--- config.mk ---
export PLATFORM = sky130hd
export DESIGN_NAME = onehot_decoder_pulser_flat
export DESIGN_NICKNAME = d
export VERILOG_FILES = /design/src/rtl/decoder_pkg.sv /design/src/rtl/onehot_decoder_pulser_if.sv /design/src/rtl/sync_fifo.sv /design/src/rtl/onehot_decoder_pulser.sv /design/src/flat_wrapper.sv
export SDC_FILE = /design/constraint.sdc
export NUM_CORES = 1
export LEC_CHECK = 0
export ABC_AREA = 0
export BUFFER_PORTS_ARGS = -buffer_cell sky130_fd_sc_hd__buf_2
export CAP_MARGIN = 30
export CORE_MARGIN = 2
export CORE_UTILIZATION = 52
export DETAILED_ROUTE_END_ITERATION = 16
export PLACE_DENSITY = 0.75
export SYNTH_ARGS = -nofsm -noshare
export SYNTH_HDL_FRONTEND = slang
export SYNTH_HIERARCHICAL = 1
export SYNTH_SLANG_ARGS = --single-unit
--- constraint.sdc ---
create_clock -name clk -period 2.8 [get_ports clk]
set_input_delay 0.56 -clock clk [delete_from_list [all_inputs] [get_ports clk]]
set_output_delay 0.56 -clock clk [all_outputs]
set_load 0.05 [all_outputs]
--- src/rtl/decoder_pkg.sv ---
// Types and helpers shared by the one-hot decoder/pulser and its FIFO.
package decoder_pkg;

  typedef enum logic [1:0] {
    IDLE  = 2'd0,
    PULSE = 2'd1,
    GAP   = 2'd2
  } state_t;

  localparam int CNT_W      = 8;
  localparam int MAX_CODE_W = 8;
  localparam int MAX_OUT_W  = 2 ** MAX_CODE_W;

  // Widest decode; callers truncate to their own output width.
  function automatic logic [MAX_OUT_W-1:0] onehot_of(input logic [MAX_CODE_W-1:0] code);
    logic [MAX_OUT_W-1:0] vec;
    vec       = '0;
    vec[code] = 1'b1;
    return vec;
  endfunction

endpackage

--- src/rtl/onehot_decoder_pulser_if.sv ---
// Code handshake, enable and strobe outputs of the decoder/pulser.
interface onehot_decoder_pulser_if #(
  parameter int CODE_W = 3,
  parameter int DEPTH  = 4
);
  logic                      in_valid;
  logic                      in_ready;
  logic [CODE_W-1:0]         in_code;
  logic                      en;
  logic [(2**CODE_W)-1:0]    y_onehot;
  logic                      busy;
  logic                      done;
  logic [$clog2(DEPTH):0]    fifo_count;

  modport master (
    output in_valid, in_code, en,
    input  in_ready, y_onehot, busy, done, fifo_count
  );

  modport slave (
    input  in_valid, in_code, en,
    output in_ready, y_onehot, busy, done, fifo_count
  );
endinterface

--- src/rtl/sync_fifo.sv ---
// Small first-word-fall-through FIFO; the head is readable in the cycle after a push.
module sync_fifo #(
  parameter int WIDTH = 3,
  parameter int DEPTH = 4
) (
  input  logic                    clk,
  input  logic                    rst,
  input  logic                    push,
  input  logic [WIDTH-1:0]        din,
  input  logic                    pop,
  output logic [WIDTH-1:0]        dout,
  output logic                    full,
  output logic                    empty,
  output logic [$clog2(DEPTH):0]  count
);
  localparam int AW = $clog2(DEPTH);
  localparam logic [AW:0] FULL_COUNT = (AW + 1)'(DEPTH);

  logic [WIDTH-1:0] mem [DEPTH];
  logic [AW-1:0]    wr_ptr_reg;
  logic [AW-1:0]    rd_ptr_reg;
  logic [AW:0]      count_reg;
  logic             push_ok;
  logic             pop_ok;

  // Full comes from the registered count only, so a same-cycle pop never frees a slot.
  assign full    = (count_reg == FULL_COUNT);
  assign empty   = (count_reg == '0);
  assign push_ok = push && !full;
  assign pop_ok  = pop && !empty;
  assign dout    = mem[rd_ptr_reg];
  assign count   = count_reg;

  always_ff @(posedge clk) begin
    if (push_ok) begin
      mem[wr_ptr_reg] <= din;
    end
  end

  always_ff @(posedge clk or posedge rst) begin
    if (rst) begin
      wr_ptr_reg <= '0;
      rd_ptr_reg <= '0;
      count_reg  <= '0;
    end else begin
      if (push_ok) begin
        wr_ptr_reg <= wr_ptr_reg + 1'b1;
      end
      if (pop_ok) begin
        rd_ptr_reg <= rd_ptr_reg + 1'b1;
      end
      case ({push_ok, pop_ok})
        2'b10:   count_reg <= count_reg + 1'b1;
        2'b01:   count_reg <= count_reg - 1'b1;
        default: count_reg <= count_reg;
      endcase
    end
  end

endmodule

--- src/rtl/onehot_decoder_pulser.sv ---
// Replays queued codes as registered one-hot strobes of PULSE_LEN cycles,
// each followed by GAP_LEN all-zero cycles; en low freezes the sequencer.
module onehot_decoder_pulser
  import decoder_pkg::*;
#(
  parameter int CODE_W    = 3,
  parameter int PULSE_LEN = 4,
  parameter int GAP_LEN   = 1,
  parameter int DEPTH     = 4
) (
  input logic                    clk,
  input logic                    rst,
  onehot_decoder_pulser_if.slave bus
);
  localparam int OUT_W = 2 ** CODE_W;
  localparam logic [CNT_W-1:0] PULSE_INIT = CNT_W'(PULSE_LEN - 1);
  localparam logic [CNT_W-1:0] GAP_INIT   = (GAP_LEN > 0) ? CNT_W'(GAP_LEN - 1) : '0;

  state_t                 state_reg, state_next;
  logic [CNT_W-1:0]       cnt_reg, cnt_next;
  logic [OUT_W-1:0]       y_reg, y_next;
  logic                   load;
  logic                   fifo_full;
  logic                   fifo_empty;
  logic [CODE_W-1:0]      head_code;
  logic [$clog2(DEPTH):0] fifo_count;

  sync_fifo #(
    .WIDTH(CODE_W),
    .DEPTH(DEPTH)
  ) u_fifo (
    .clk  (clk),
    .rst  (rst),
    .push (bus.in_valid),
    .din  (bus.in_code),
    .pop  (load),
    .dout (head_code),
    .full (fifo_full),
    .empty(fifo_empty),
    .count(fifo_count)
  );

  always_ff @(posedge clk or posedge rst) begin
    if (rst) begin
      state_reg <= IDLE;
      cnt_reg   <= '0;
      y_reg     <= '0;
    end else begin
      state_reg <= state_next;
      cnt_reg   <= cnt_next;
      y_reg     <= y_next;
    end
  end

  always_comb begin
    state_next = state_reg;
    cnt_next   = cnt_reg;
    y_next     = y_reg;
    load       = 1'b0;
    if (bus.en) begin
      unique case (state_reg)
        IDLE: load = !fifo_empty;
        PULSE: begin
          if (cnt_reg != '0) begin
            cnt_next = cnt_reg - 1'b1;
          end else if (GAP_LEN > 0) begin
            state_next = GAP;
            y_next     = '0;
            cnt_next   = GAP_INIT;
          end else if (!fifo_empty) begin
            load = 1'b1;
          end else begin
            state_next = IDLE;
            y_next     = '0;
          end
        end
        GAP: begin
          if (cnt_reg != '0) begin
            cnt_next = cnt_reg - 1'b1;
          end else if (!fifo_empty) begin
            load = 1'b1;
          end else begin
            state_next = IDLE;
            y_next     = '0;
          end
        end
        default: begin
          state_next = IDLE;
          y_next     = '0;
          cnt_next   = '0;
        end
      endcase
      // Every path that starts a strobe pops the head in the same cycle.
      if (load) begin
        state_next = PULSE;
        y_next     = OUT_W'(onehot_of(MAX_CODE_W'(head_code)));
        cnt_next   = PULSE_INIT;
      end
    end
  end

  assign bus.y_onehot   = bus.en ? y_reg : '0;
  assign bus.busy       = (state_reg != IDLE);
  assign bus.done       = bus.en && (state_reg == PULSE) && (cnt_reg == '0);
  assign bus.in_ready   = !fifo_full;
  assign bus.fifo_count = fifo_count;

endmodule

--- src/flat_wrapper.sv ---
// flat-port wrapper written by rule: the top's interface ports become plain ports
module onehot_decoder_pulser_flat import decoder_pkg::*;
#(
  parameter int CODE_W    = 3,
  parameter int PULSE_LEN = 4,
  parameter int GAP_LEN   = 1,
  parameter int DEPTH     = 4
)
  (clk, rst, bus_in_valid, bus_in_code, bus_en, bus_in_ready, bus_y_onehot, bus_busy, bus_done, bus_fifo_count);
  onehot_decoder_pulser_if #(.CODE_W(CODE_W), .DEPTH(DEPTH)) bus_i ();
  input logic clk;
  input logic rst;
  input wire logic [$bits(bus_i.in_valid)-1:0] bus_in_valid;
  input wire logic [$bits(bus_i.in_code)-1:0] bus_in_code;
  input wire logic [$bits(bus_i.en)-1:0] bus_en;
  output wire logic [$bits(bus_i.in_ready)-1:0] bus_in_ready;
  output wire logic [$bits(bus_i.y_onehot)-1:0] bus_y_onehot;
  output wire logic [$bits(bus_i.busy)-1:0] bus_busy;
  output wire logic [$bits(bus_i.done)-1:0] bus_done;
  output wire logic [$bits(bus_i.fifo_count)-1:0] bus_fifo_count;
  assign bus_i.in_valid = bus_in_valid;
  assign bus_i.in_code = bus_in_code;
  assign bus_i.en = bus_en;
  assign bus_in_ready = bus_i.in_ready;
  assign bus_y_onehot = bus_i.y_onehot;
  assign bus_busy = bus_i.busy;
  assign bus_done = bus_i.done;
  assign bus_fifo_count = bus_i.fifo_count;
  onehot_decoder_pulser #(.CODE_W(CODE_W), .PULSE_LEN(PULSE_LEN), .GAP_LEN(GAP_LEN), .DEPTH(DEPTH)) u_core (.clk(clk), .rst(rst), .bus(bus_i));
endmodule
==> results_dict.tcl, run 1 <==
set metrics [dict create \
    cts_buffer_depth 2 \
    hold_buffers 0 \
    worst_slew_pin_slew_ns 0.710 \
    synth-seq-area-share_pct 49.1 \
    dp_cells 237 \
    cpPeakStageDelay_ns 0.40 \
    die_x_um 66.2 \
    grt-busiest-layer "met2" \
    cp_max_fo 4 \
    p_per_area_nw_per_um2 1220 \
    slew_viol_final 0 \
    ant_nets 0 \
    wl_per_cell_um 15.5 \
    finalPower_uw 2850 \
    cts_max_level 2 \
    gr-usage-met2_pct 29.5 \
    synthArstFlopShare_pct 67.6 \
    die_y_um 66.2 \
    syn_area_per_cell_um2 11.9 \
    period_minus_slack_ns 2.68 \
    skew_ns 0.00595 \
    totalWireLength_mm 3.85 \
    portBuffers 20 \
    clockRootBuffer "clkbuf_8" \
    synth_fp_nets 187 \
    vias_per_cell 5.70 \
    cap_viol_max_count 0 \
    ys_seq_elements 37 \
    worstHoldPathType "in -> async" \
    drc 0 \
    critPathLaunchType "register" \
    fin_crit_sh_pct 95.8 \
    first_global_vias 1300 \
    fillers 302 \
    diodes 0 \
    run_status "finished clean" \
    synth_flop_cell "dfrtp_1" \
    dieArea_um2 4380 \
    fin_nets 217 \
    crit_arrival_ns 2.89 \
    io_pins 21 \
    met1_usage_pct 25.7 \
    post-route-util_pct 63.1 \
    gp_congestion 0.903 \
    grt_start_max_net_pins 19 \
    cts_tree "built" \
    multi_input_area_um2 953 \
    synthDistinctLibCells 50 \
    first_pass_iters 4 \
    critPathLaunch "u_core/cnt_reg[0]" \
    yosysWarnings 6 \
    track_usage_pct 19.1 \
    r2r-start "u_core/cnt_reg[0]" \
    final_common_cell "dfrtp_1" \
    worst_path_max_delay_cell "dfrtp_1" \
    mostFrequentLayoutCells "dfrtp_1, buf_2, inv_1" \
    core_area_um2 3690 \
    largest_reg_flops 12 \
    syn-cell-area_um2 2010 \
    drive_above_1_share_pct 28.5 \
    hold_viol 0 \
    insertion_delay_ns 0.29 \
    initial_utilization_pct 54.5 \
    dpl.hpwl_mm 2.79 \
    vias 1413 \
    crit_chain "inv_1, ha_2, nor4b_4, a31oi_2, nor3b_2, o31a_2, ha_4, inv_1, fa_1, xor2_1, nor2_1, xor2_1" \
    antenna_found_initial 0 \
    ir_drop_v 0.000938 \
    endpoint_kind "register" \
    grtUsageMet3_pct 6.47 \
    grt_pass1_wl_mm 6.15 \
    path_class "reg -> reg" \
    cts_sinks 37 \
    setup_viol 0 \
    syn_inst 169 \
    power_leakage_uw 0.00103 \
    worstPathRequired_ns 3.00 \
    numCtsBuffers 5 \
    path_clk_slew_ns 0.07 \
    first_iter_violations 111 \
    rows 22 \
    final_cells 248 \
    fmax_mhz 373 \
    seq_area_um2 986 \
    syn2layout_area_growth_pct 15.8 \
    grt_overflow 0 \
    slew_headroom_pct 52.6 \
    synth_edf_count 12 \
]
layout make-up:
| class | count | area share, % |
|---|---|---|
| clock buffers | 5 | 2.96 |
| clock inverters | 3 | 1.78 |
| repair buffers | 27 | 6.56 |
| flip-flops and latches | 37 | 42.4 |
| multi-input cells | 111 | 41.0 |
| inverters | 17 | 2.74 |
| well taps | 48 | 2.58 |
kinds of logic (layout without fill, tap and decap cells):
kind of cell	count (synthesis)	after routing	synth area share, %
buffers and inverters	21	52	4.55
DFF	37	37	49.1
xor gates and xnor gates	6	6	2.62
muxes	6	6	5.17
AOI/OAI and AO/OA	37	37	14.3
and+or+nand+nor	51	51	17.1
adders and majority gates	11	11	7.22
synthesized netlist by cell type, types with 4 or more instances:
library cell | instances | share of area [%]
and2_1 | 10 | 3.1
a31oi_1 | 7 | 2.2
edfxtp_1 | 12 | 18
a32o_1 | 7 | 3.5
dfrtp_1 | 25 | 31
nand2_1 | 4 | 0.75
ha_1 | 10 | 6.2
a22o_1 | 4 | 1.7
inv_1 | 17 | 3.2
nor2_1 | 12 | 2.2
nor3_1 | 4 | 1.0
what timing repair did:
item / 4_1_cts / 5_1_grt
resized for setup: 0 / 5
setup buffers: 0 / 3
endpoints found under the setup margin: 0 / 1
final timing paths:
path                                               end  slack [ns]  cells after the start
max in group asynchronous            u_core/cnt_reg[0]        1.96                      2
hold reg to reg                        u_core/y_reg[2]        0.49                      1
min in group clk               u_core/u_fifo/mem[3][0]        0.49                      1
setup reg to reg                u_core/u_fifo/count[2]        0.12                     12
hold / removal             u_core/u_fifo/wr_ptr_reg[1]        0.21                      2
setup / recovery                u_core/u_fifo/count[2]        0.12                     12
critical path, delay by kind of cell (launching register included):
| family | cells | cell delay [ns] |
|---|---|---|
| and+or+nand+nor | 3 | 0.65 |
| DFF | 1 | 0.40 |
| xor gates and xnor gates | 2 | 0.33 |
| adders and majority gates | 3 | 0.69 |
| AOI/OAI and AO/OA | 2 | 0.39 |
| buffers and inverters | 2 | 0.14 |
per-stage QoR:
| step | TNS, ns | area [um2] | hold WS (ns) | setup slack, ns |
|---|---|---|---|---|
| detailed placement | 0 | 2170 | 0.478 | 0.141 |
| finish | 0 | 2330 | 0.205 | 0.118 |
| global route | -0.00863 | 2330 | 0.213 | -0.00863 |
| CTS | 0 | 2280 | 0.202 | 0.115 |
| global placement | 0 | 2170 | 0.469 | 0.258 |
| floorplan | 0 | 2010 | 0.363 | 0.118 |
report_power, final:
part / switching (uW) / leakage (uW) / total (uW) / internal, uW
clock network: 189 / 0.0000518 / 451 / 262
registers: 185 / 0.000432 / 938 / 753
logic: 864 / 0.000549 / 1460 / 593
total: 1240 / 0.00103 / 2850 / 1610
routing by layer:
layer | routed length [um] | part of all wire [%]
met1 | 1770 | 46
met2 | 1870 | 48
met3 | 217 | 5.6
met4 | 0 | 0
met5 | 0 | 0
(Power assumes the default switching activity.)
==> inputs of run 2 (changes only) <==
--- a/config.mk
+++ b/config.mk
@@ -9,9 +9,10 @@
 export BUFFER_PORTS_ARGS = -buffer_cell sky130_fd_sc_hd__buf_2
 export CAP_MARGIN = 30
 export CORE_MARGIN = 2
-export CORE_UTILIZATION = 52
+export CORE_UTILIZATION = 65
+export CTS_BUF_LIST = sky130_fd_sc_hd__clkbuf_4 sky130_fd_sc_hd__clkbuf_8
 export DETAILED_ROUTE_END_ITERATION = 16
-export PLACE_DENSITY = 0.75
+export PLACE_DENSITY = 0.87
 export SYNTH_ARGS = -nofsm -noshare
 export SYNTH_HDL_FRONTEND = slang
 export SYNTH_HIERARCHICAL = 1
==> constraint.sdc (replaced) <==
create_clock -name clk -period 3.2 [get_ports clk]
set_input_delay 0.64 -clock clk [delete_from_list [all_inputs] [get_ports clk]]
set_output_delay 0.64 -clock clk [all_outputs]
set_load 0.05 [all_outputs]
==> results_dict.tcl, run 2 (synthesis results as in run 1) <==
set metrics [dict create \
    power_leakage_uw 0.00100 \
    cap_viol_max_count 0 \
    hold_buffers 0 \
    skew_ns 0.00948 \
    first_pass_iters 4 \
    dieArea_um2 3550 \
    critPathLaunchType "register" \
    grt_overflow 0 \
    routed.top_layer "met4" \
    worst_slew_pin_slew_ns 0.719 \
    critPathCapture "u_core/u_fifo/count[2]" \
    die_x_um 59.6 \
    clockRootBuffer "clkbuf_4" \
    rows 20 \
    ant_nets 0 \
    fin_crit_sh_pct 92.3 \
    first_global_vias 1326 \
    core_area_um2 3000 \
    fin_setup_tns_ns 0 \
    cts_tree "built" \
    mostFrequentLayoutCells "dfrtp_1, buf_2, inv_1" \
    setup_viol 0 \
    worst_path_max_delay_cell "dfrtp_1" \
    cts_sinks 37 \
    run_status "finished clean" \
    met2_length_mm 1.93 \
    drc 0 \
    first_iter_violations 83 \
    worstHoldPathType "in -> async" \
    wl_per_cell_um 17.1 \
    path_clk_slew_ns 0.11 \
    r2r_end "u_core/u_fifo/count[2]" \
    insertion_delay_ns 0.35 \
    die_y_um 59.6 \
    p_comb_share_pct 51.4 \
    clkPwrFrac_pct 13.6 \
    crit_arrival_ns 3.22 \
    r2r_slack_ns 0.25 \
    largest_reg_flops 12 \
    path_class "reg -> reg" \
    cts_max_level 2 \
    portBuffers 20 \
    initial_utilization_pct 66.9 \
    fmax_mhz 339 \
    rsz0062_at_grt "false" \
    gp_congestion 0.873 \
    cp_max_fo 5 \
    postCtsResizedCells 0 \
    slew_headroom_pct 51.8 \
    antenna_found_initial 0 \
    r2r_cells 12 \
    ir_drop_v 0.000715 \
    power_frac_seq_pct 35.0 \
    power.switching_uw 1050 \
    endpoint_kind "register" \
    final_common_cell "dfrtp_1" \
    vias 1428 \
    slew_viol_final 0 \
    syn2layout_area_growth_pct 10.3 \
    period_minus_slack_ns 2.95 \
    crit_chain "inv_1, ha_1, nor4b_4, a31oi_1, nor3b_2, o31a_2, ha_1, inv_1, fa_1, xor2_1, nor2_1, xor2_1" \
    io_pins 21 \
    post_cts_buffers 0 \
    grt_start_max_net_pins 20 \
    internal_power_uw 1300 \
    track_usage_pct 25.4 \
    critPathLaunch "u_core/cnt_reg[0]" \
    cts_buffer_depth 2 \
    totalWireLength_mm 3.91 \
    cpPeakStageDelay_ns 0.42 \
    diodes 0 \
    grt_pass1_wl_mm 6.52 \
    drive_above_1_share_pct 24.6 \
    whs_ns 0.219 \
    worstPathRequired_ns 3.47 \
    vias_per_cell 6.26 \
    wl_met3_um 236 \
    fin_nets 212 \
    hold_viol 0 \
    r2r-start "u_core/cnt_reg[0]" \
    numCtsBuffers 5 \
    p_per_area_nw_per_um2 1060 \
    dpl.hpwl_mm 2.85 \
    routedLengthMet1_mm 1.69 \
    p_sw_share_pct 44.8 \
]
run 2: layout make-up:
class                           count  area (um2)
Clock buffer                        6        45.0
Clock inverter                      2        33.8
Fill cell                         203         786
Inverter                           17        63.8
Multi-Input combinational cell    111         932
Sequential cell                    37         986
Tap cell                           33        41.3
Timing Repair Buffer               22         115
run 2: power groups by stage:
stage | combinational (uW) | clock, uW | sequential, uW
after global placement | 1130 | 0 | 813
after floorplan | 901 | 0 | 846
after global routing | 1320 | 353 | 849
after detailed placement | 1180 | 0 | 833
after CTS | 1200 | 329 | 822
final | 1210 | 320 | 822
run 2: through the flow:
stage / area (um2) / power [uW] / setup WS [ns] / instances / utilization [%]
after detailed placement: 2140 / 2020 / 0.344 / 220 / 71.2
after global routing: 2220 / 2520 / 0.00895 / 228 / 73.8
after floorplan: 2010 / 1750 / 0.518 / 169 / -
after global placement: 2140 / 1950 / 0.553 / 220 / 71.2
final: 2220 / 2350 / 0.247 / 228 / 73.8
after CTS: 2220 / 2360 / 0.257 / 228 / 73.8
run 2: worst max-delay path: cells and delay by family, from the launching register on:
kind | cells | cell delay [ns]
XOR/XNOR | 2 | 0.30
AND/OR/NAND/NOR | 3 | 0.72
AO/OA/AOI/OAI | 2 | 0.52
adder cells (fa/ha/maj) | 3 | 0.74
buffers and inverters | 2 | 0.16
flip-flops | 1 | 0.42
run 2: routing by layer:
metal	up-vias	GRT usage [%]
li1	670	-
met1	701	34.4
met2	52	39.6
met3	5	7.42
met4	0	8.25
met5	-	0
run 2: how the worst min path moves through the flow:
stage,start,end,depth (start not counted),slack (ns)
floorplan,rst,u_core/u_fifo/count[0],1,0.44
global placement,u_core/y_reg[2],u_core/y_reg[2],1,0.47
detailed placement,u_core/y_reg[4],u_core/y_reg[4],1,0.48
CTS,rst,u_core/u_fifo/wr_ptr_reg[0],2,0.21
global route,rst,u_core/u_fifo/wr_ptr_reg[1],2,0.22
finish,rst,u_core/u_fifo/wr_ptr_reg[0],2,0.22
==> inputs of run 3 (changes only) <==
--- a/config.mk
+++ b/config.mk
@@ -13,7 +13,9 @@
 export CTS_BUF_LIST = sky130_fd_sc_hd__clkbuf_4 sky130_fd_sc_hd__clkbuf_8
 export DETAILED_ROUTE_END_ITERATION = 16
 export PLACE_DENSITY = 0.87
+export RECOVER_POWER = 100
 export SYNTH_ARGS = -nofsm -noshare
 export SYNTH_HDL_FRONTEND = slang
 export SYNTH_HIERARCHICAL = 1
 export SYNTH_SLANG_ARGS = --single-unit
+export TNS_END_PERCENT = 10
==> results_dict.tcl, run 3 (synthesis results as in run 1) <==
set metrics [dict create \
    cts_buffer_depth 2 \
    rows 20 \
    place_ws_ns 0.344 \
    whs_ns 0.218 \
    endpoint_kind "register" \
    cp_max_fo 5 \
    path_class "reg -> reg" \
    grt_start_max_net_pins 20 \
    hold_viol 0 \
    crit_arrival_ns 3.23 \
    vias_per_cell 6.31 \
    slew_viol_final 0 \
    fin_setup_tns_ns 0 \
    path_clk_slew_ns 0.11 \
    fin_ws_ns 0.238 \
    initial_utilization_pct 66.9 \
    dpl_cell_area_um2 2140 \
    cap_viol_max_count 0 \
    final_common_cell "dfrtp_1" \
    p_per_area_nw_per_um2 1070 \
    grt_overflow 0 \
    syn2layout_area_growth_pct 8.16 \
    wl_per_cell_um 17.2 \
    diodes 0 \
    io_pins 21 \
    fmax_mhz 338 \
    worstHoldPathType "in -> async" \
    setup_viol 0 \
    fin_crit_sh_pct 92.5 \
    die_y_um 59.6 \
    cts_sinks 37 \
    ant_nets 0 \
    insertion_delay_ns 0.35 \
    postCtsResizedCells 0 \
    core_area_um2 3000 \
    fin_area_um2 2170 \
    antenna_found_initial 0 \
    power_leakage_uw 0.000928 \
    grt_pass1_wl_mm 6.52 \
    skew_ns 0.00885 \
    track_usage_pct 25.4 \
    numCtsBuffers 5 \
    run_status "finished clean" \
    dieArea_um2 3550 \
    first_global_vias 1326 \
    portBuffers 20 \
    period_minus_slack_ns 2.96 \
    drc 0 \
    largest_reg_flops 12 \
    fin_nets 212 \
    hold_buffers 0 \
    cts_max_level 2 \
    finalPower_uw 2320 \
    cts_tree "built" \
    critPathLaunchType "register" \
    first_iter_violations 102 \
    rsz0062_at_grt "false" \
    first_pass_iters 4 \
    drive_above_1_share_pct 13.3 \
    gp_congestion 0.873 \
    dpl.hpwl_mm 2.85 \
    vias 1439 \
    post_cts_buffers 0 \
    totalWireLength_mm 3.91 \
    die_x_um 59.6 \
    clockRootBuffer "clkbuf_4" \
    slew_headroom_pct 25.9 \
    worstPathRequired_ns 3.47 \
    worst_slew_pin_slew_ns 1.10 \
    ir_drop_v 0.000701 \
    fillers 219 \
    mostFrequentLayoutCells "dfrtp_1, clkbuf_1, inv_1" \
]
## run 3: cell count changes in the layout (fill, tap and decap cells not counted)
cell / previous run / this run
clkbuf_1: 0 / 17
and2_1: 10 / 9
and2_0: 0 / 4
and2_2: 3 / 0
o21ai_0: 3 / 4
nor3b_1: 2 / 3
nor2b_1: 2 / 3
buf_2: 20 / 3
nor3b_4: 1 / 0
o21ai_1: 1 / 0
nor2b_4: 1 / 0
## run 3: worst paths after layout
check | endpoint | start | slack (ns) | depth (start not counted)
min | u_core/u_fifo/wr_ptr_reg[0] | rst | 0.22 | 2
max reg2reg | u_core/u_fifo/count[2] | u_core/cnt_reg[0] | 0.24 | 12
min reg2reg | u_core/y_reg[3] | u_core/y_reg[3] | 0.50 | 1
max | u_core/u_fifo/count[2] | u_core/cnt_reg[0] | 0.24 | 12
max in group asynchronous | u_core/y_reg[4] | rst | 2.35 | 2
min in group clk | u_core/y_reg[3] | u_core/y_reg[3] | 0.50 | 1
## run 3: layer usage
metal	track usage, %	wire, um	up-vias
met1	34.4	1680	711
li1	-	-	670
met5	0	0	-
met2	39.6	1960	53
met3	7.42	218	5
met4	8.25	51	0
## run 3: per-stage QoR
stage          utilization [%]  std cells
2_1_floorplan                -        169
3_3_place_gp              71.2        220
3_5_place_dp              71.2        220
4_1_cts                   73.8        228
5_1_grt                   72.4        228
6_report                  72.4        228
## run 3: cell type report
cell class | count | area, um2 | share of cell area [%]
Inverter | 17 | 63.8 | 2.94
Multi-Input combinational cell | 111 | 910 | 41.9
Clock buffer | 6 | 45.0 | 2.07
Clock inverter | 2 | 33.8 | 1.55
Tap cell | 33 | 41.3 | 1.90
Sequential cell | 37 | 986 | 45.4
Timing Repair Buffer | 22 | 93.8 | 4.32
## run 3: where the power goes
| part | total (uW) | leakage, uW | switching (uW) | internal (uW) |
|---|---|---|---|---|
| combinational | 1180 | 0.000454 | 739 | 440 |
| sequential | 816 | 0.000432 | 158 | 658 |
| clock | 321 | 0.0000433 | 150 | 171 |
| total | 2320 | 0.000928 | 1050 | 1270 |
## run 3: worst max-delay path, cell delays in order, from the launching register on
cell and delay, ns:
dfrtp_1 0.42, inv_1 0.09, ha_1 0.17, nor4b_4 0.31, a31oi_1 0.31, nor3b_2 0.30, o31a_2 0.22, ha_1 0.19
inv_1 0.07, fa_1 0.39, xor2_1 0.15, nor2_1 0.12, xor2_1 0.15
